<file path="src/rtl/hex_scan_n.sv">
// hex_scan_n: N-digit time-multiplexed hex display scanner (AN = digit index, D = nibble).
// Latency: inputs are snapshotted on the frame wrap, so a change shows within DIGITS*SCAN_DIV cycles.
// Backpressure: none; free-running scan, outputs are decoded from registers only.
module hex_scan_n #(
    parameter int  DIGITS   = 8,
    parameter int  SCAN_DIV = 250000,
    localparam int AW       = (DIGITS > 1) ? $clog2(DIGITS) : 1
) (
    input  logic                clk,
    input  logic                reset,
    input  logic [4*DIGITS-1:0] data,
    input  logic [DIGITS-1:0]   en_mask,
    input  logic                lz_blank,
    output logic [AW-1:0]       AN,
    output logic [3:0]          D,
    output logic                blank,
    output logic                frame_start
);

    localparam int CW = (SCAN_DIV > 1) ? $clog2(SCAN_DIV) : 1;

    logic [CW-1:0]       cnt;
    logic [AW-1:0]       idx;
    logic [4*DIGITS-1:0] data_q;
    logic [DIGITS-1:0]   mask_q;
    logic                lz_q;
    logic                tick;
    logic                wrap;

    assign tick = (cnt == CW'(SCAN_DIV - 1));
    assign wrap = tick && (idx == AW'(DIGITS - 1));

    // The snapshot and the idx return to 0 share the wrap edge, so digit 0
    // of the new frame is always shown with the freshly captured value.
    always_ff @(posedge clk) begin
        if (reset) begin
            cnt         <= '0;
            idx         <= '0;
            data_q      <= '0;
            mask_q      <= '0;
            lz_q        <= 1'b0;
            frame_start <= 1'b0;
        end else begin
            cnt         <= tick ? '0 : cnt + 1'b1;
            frame_start <= wrap;
            if (wrap) begin
                idx    <= '0;
                data_q <= data;
                mask_q <= en_mask;
                lz_q   <= lz_blank;
            end else if (tick) begin
                idx <= idx + 1'b1;
            end
        end
    end

    // Digit k is a leading zero when it and every digit above it are zero;
    // the mask is deliberately ignored here. Digit 0 is never suppressed.
    logic [DIGITS-1:0] lz_vec;
    assign lz_vec[0] = 1'b0;
    for (genvar k = 1; k < DIGITS; k++) begin : g_lz
        assign lz_vec[k] = lz_q && (data_q[4*DIGITS-1:4*k] == '0);
    end

    logic       sel_mask;
    logic       sel_lz;
    logic [3:0] sel_nib;

    always_comb begin
        sel_mask = 1'b0;
        sel_lz   = 1'b0;
        sel_nib  = 4'h0;
        for (int k = 0; k < DIGITS; k++) begin
            if (idx == AW'(k)) begin
                sel_mask = mask_q[k];
                sel_lz   = lz_vec[k];
                sel_nib  = data_q[4*k +: 4];
            end
        end
    end

    assign AN    = idx;
    assign blank = !sel_mask || sel_lz;
    assign D     = blank ? 4'h0 : sel_nib;

endmodule

</file>
<file path="config.mk">
export PLATFORM = sky130hd
export DESIGN_NAME = hex_scan_n
export DESIGN_NICKNAME = d
export VERILOG_FILES = /design/src/rtl/hex_scan_n.sv
export SDC_FILE = /design/constraint.sdc
export NUM_CORES = 1
export LEC_CHECK = 0
export ABC_CLOCK_PERIOD_IN_PS = 2700
export BUFFER_PORTS_ARGS = -buffer_cell sky130_fd_sc_hd__buf_2
export CAP_MARGIN = 30
export CORE_AREA = 4 4 77 79
export CTS_CLUSTER_SIZE = 14
export DETAILED_ROUTE_END_ITERATION = 7
export DIE_AREA = 0 0 81 83
export PLACE_DENSITY = 0.83
export SYNTH_ARGS = -nofsm -noshare
export SYNTH_HDL_FRONTEND = slang
export SYNTH_SLANG_ARGS = --single-unit
export TNS_END_PERCENT = 20
</file>
<file path="constraint.sdc">
create_clock -name clk -period 2.7 [get_ports clk]
set_input_delay 0.135 -clock clk [delete_from_list [all_inputs] [get_ports clk]]
set_output_delay 0.135 -clock clk [all_outputs]
set_load 0.05 [all_outputs]
</file>
# After elaboration in Yosys (flattened, before gate mapping)
# Index checks and enable logic that the tools add are counted.
totals:
  mem_count: 0
  ramBits: 0
  rom_bits: 0
  reg_bits: 63
  latch_bits: 0
  inputBits: 43
op_classes:
  shifts: 0
  n_bitwise: 0
  order_cmp: 0
  n_eq_ne: 8
  n_reduce_logical: 20
  div_mod_pow: 0
  n_mul: 0
  add_sub_neg: 2
  mux: 24
ops:
  columns: ["cell", "n"]
  rows:
  - ["4-bit 2-to-1 mux", 9]
  - ["28-bit logical NOT", 1]
  - ["24-bit logical NOT", 1]
  - ["20-bit logical NOT", 1]
  - ["18-bit by 1-bit adder with 18-bit output (second input constant)", 1]
  - ["18-bit equality test (second input constant)", 1]
  - ["16-bit logical NOT", 1]
  - ["1-bit 2-to-1 mux", 15]
  - ["3-bit equality test (second input constant)", 4]
  - ["12-bit logical NOT", 1]
  - ["1-bit logical AND", 8]
  - ["8-bit logical NOT", 1]
  - ["3-bit by 2-bit equality test with 1-bit output (second input constant)", 2]
  - ["4-bit logical NOT", 1]
  - ["2-bit OR reduction", 2]
  - ["3-bit by 1-bit adder with 3-bit output (second input constant)", 1]
  - ["3-bit by 1-bit equality test with 1-bit output (second input constant)", 1]
  - ["3-bit logical NOT", 1]
  - ["1-bit logical NOT", 1]
  - ["1-bit logical OR", 1]

# Longest topological paths before layout
logic_depth:
  depth_word: 12
  depth_mapped: 8
  mapped_depth_nobuf: 7

# Worst setup path before layout
# OpenSTA, ideal clock, no wires.
synth_timing:
  path_kind: "register to output"
  start: "register idx[0], in the netlist AN[0]"
  end: "output port D[0]"
  t_arrival_ps: 3273
  required_time_ps: 2565
  path_slack_ps: -708
  path_stages_with_launch: 9
  path_cell_list: "dfxtp_1 > inv_1 > ha_1 > clkbuf_1 > nor2_1 > a21oi_1 > o31a_1 > a311o_1 > a311oi_1"
synth_via:
  elab_chain_cells: 12
synth_lines:
  columns: ["element", "line_no", "source"]
  rows:
  - ["start: declaration", "23", "logic [AW-1:0] idx;"]
  - ["start signal: assignment", "52", "idx <= idx + 1'b1;"]
  - ["3-bit logical NOT", "74", "if (idx == AW'(k)) begin"]
  - ["1-bit 2-to-1 mux (8 in a row)", "74", null]
  - ["1-bit logical NOT", "83", "assign blank = !sel_mask || sel_lz;"]
  - ["1-bit logical OR", "83", null]
  - ["4-bit 2-to-1 mux *", "84", "assign D = blank ? 4'h0 : sel_nib;"]
  - ["end: declaration", "15", "output logic [3:0] D,"]
# Every way passes the cells marked *; elsewhere a longest branch is shown, timed or not.

# Final worst setup path
layout_timing:
  start: "register idx[1], in the netlist AN[1]"
  end: "output port D[0]"
# Same word-level chain as after synthesis.

==> reports/results.ini <==
[clock_network]
cts_buffer_depth = 2
cts_max_level = 3
insertion_delay_ns = 0.35
cts_root_buffer = clkbuf_8
cts.sinks = 63
cts-buffers-inserted = 9
clk_pin_slew_worst_paths_ns = 0.07
cts_setup_buffers = 0
cts_tree = built

[global_routing]
antenna_found_initial = 0
grt_usage_pct = 23.17
grt.overflow.total = 0
grt_pass1_wl_um = 12090
grt_max_degree = 31
grt_pass1_vias = 2595

[power_and_ir_drop]
p_leak_nw = 1.519
power_mw = 2.007
power_density_nw_per_um2 = 533.0
ir_drop_mv = 0.3800

[synthesis]
netlist_area_um2 = 2823
synth_area_leader_cell = dfxtp_1
postSynth.asyncResetShare_pct = 0
ys_types = 51
yosysWarnings = 0
yosys.area.top_type_share_pct = 44.68
syn_avg_cell_area_um2 = 9.667
syn_nets = 342
synth_seq_cells = 63
postSynthCellCount = 292
synthTopCellsByArea = dfxtp_1 45%, a22o_1 9.9%, a22o_2 3.2%
seq_area_frac_synth_pct = 44.68
synth_edf_count = 0
yosys.cell_count.top_type = dfxtp_1
synth_commonest_cells = 63 x dfxtp_1, 32 x a22o_1, 24 x nor2_1, 15 x a21oi_1, 13 x nand2_1
synth-main-ff-cell = dfxtp_1

[floorplanning]
die_h_um = 83
core_region_area_um2 = 5338
row_count = 27
ioPinCount = 52
dieArea_um2 = 6723
die_w_um = 81
initial_core_util_pct = 52.88

[timing]
setup_viol = 0
fin_worst_skew_ns = 0.007498
hold_viol_final = 0
drv_slew = 0
fin_crit_sh_pct = 94.79
max_freq_mhz = 390.7
tightest_slew_ns = 0.4878
rsz0062_at_grt = no
relSlewSlack_pct = 67.40
period_needed_ns = 2.559

[setup_path]
cp.arrival_ns = 2.42
crit_fanout = 6
path_cells = inv_1, ha_2, and3b_1, a2111oi_1, o31a_1, a311o_2, a311oi_2, buf_6
start_kind = flip-flop
path_class = reg -> out
cp.required_ns = 2.57
cp-end-kind = output port
crit_path_max_incr_delay_ns = 0.37
crit_slowest_cell = a311o_2

[cells_and_area]
antenna_cells = 0
multi_input_comb_area_um2 = 1474
fill_cells = 411
finalInstanceArea_um2 = 3766
stdcell_count = 452
area_delta_synth_final_pct = 33.42
nets = 425
drive_above_1_share_pct = 26.58
seqCellArea_um2 = 1264

[place]
post_dp_cell_area_um2 = 3166
placed_cells = 405
gp_congestion = 0.9547
place_hpwl_um = 4688
io_buffers = 51

[detailed_routing]
wl_met1_um = 3216
wl_per_cell_um = 16.12
wl_um = 7288
ant_nets = 0
dr.pass1.iters = 4
drt_iter0_drc = 172
num_vias = 2542
dr_wl_met2_um = 3395
top_layer = met4
drc = 0
routed_via_density = 5.624
wl_met3_um = 469

[run]
drv_cap = 0

[status]
status = completed

[worst_hold_path]
hp-class = in -> reg

## cells by family (layout without fill, tap and decap cells)
group                    Yosys count  after routing  synth area share, %
multiplexers                       2              2               0.7092
flip-flops                        63             63                44.68
XOR/XNOR                          17             17                5.275
AO/OA/AOI/OAI                     89             89                24.20
buffers and inverters             28            116                4.920
adder cells (fa/ha/maj)            7              7                3.103
AND/OR/NAND/NOR                   86             86                17.11
## final cells by class
type,instances,area share (%)
Timing Repair Buffer,90,17.48
Sequential cell,63,33.55
Clock buffer,14,4.850
Multi-Input combinational cell,201,39.14
Tap cell,72,2.392
Inverter,10,0.9967
Clock inverter,2,1.595
## per-stage QoR
step / setup slack [ns] / setup TNS, ns / utilization (%) / hold WS, ns
finish: 0.1407 / 0 / 70.56 / 0.01148
global route: 0.04189 / 0 / 70.56 / 0.002315
floorplan: -0.2811 / -0.9772 / - / 0.2074
global placement: 0.3612 / 0 / 58.79 / 0.3440
detailed placement: 0.2652 / 0 / 59.31 / 0.3479
CTS: 0.00007949 / 0 / 69.60 / 0.0002929
## placed cells by master (no fill, tap or decap), drive strengths merged, types with 3 or more instances in the layout
cell type	Yosys	layout
ha	7	7
buf	7	58
nand2b	3	3
nor3b	3	3
o21ai	9	9
xor2	7	7
nor2	24	24
or4	3	3
a31oi	3	3
nor2b	5	5
dfxtp	63	63
a21oi	16	16
nor3	3	3
a22o	41	41
xnor2	10	10
and3	3	3
nor4	5	5
o22ai	3	3
nand2	13	13
inv	10	10
dlygate4sd3	0	31
clkbuf	11	15
nand3	11	11
## where the power goes
part	internal [mW]	switching (mW)	leakage, nW
logic	0.0591	0.0358	0.888
registers	0.933	0.00353	0.509
clock network	0.621	0.355	0.123
total	1.61	0.394	1.52
## routing by layer
metal	GRT usage (%)	vias to the layer above
met2	34.95	96
met4	10.29	0
li1	-	1241
met3	7.701	21
met1	29.73	1184
met5	0	-
## critical path: cells and delay by family (launching register included)
family / cells / cell delay, ns
AOI/OAI and AO/OA: 4 / 0.98
adders and majority gates: 1 / 0.22
buffers and inverters: 2 / 0.29
DFF: 1 / 0.36
and+or+nand+nor: 1 / 0.23
## repair_timing
| action | 4_1_cts | 5_1_grt |
|---|---|---|
| endpoints found under the hold margin | 30 | 1 |
| endpoints found under the setup margin | 5 | 5 |
| pin swaps | 0 | 2 |
| resized for setup | 3 | 13 |
| hold buffers | 30 | 1 |
## sequential cells by signal (all words and copies together) (netlist names)
register and cells:
cnt 18, data_q 32, AN 3, lz_q 1, frame_start 1, mask_q 8
## final timing paths
check | cells past startpoint | startpoint | to | slack [ns]
hold / removal | 2 | data[0] | data_q[0]$_SDFFE_PP0P_ | 0.01
setup / recovery | 8 | AN[1]$_SDFFE_PP0N_ | D[0] | 0.14
setup reg to reg | 5 | cnt[8]$_SDFF_PP0_ | mask_q[7]$_SDFFE_PP0P_ | 0.55
hold reg to reg | 1 | cnt[0]$_SDFF_PP0_ | cnt[0]$_SDFF_PP0_ | 0.46
No activity file was read; power rests on OpenSTA's default activity.
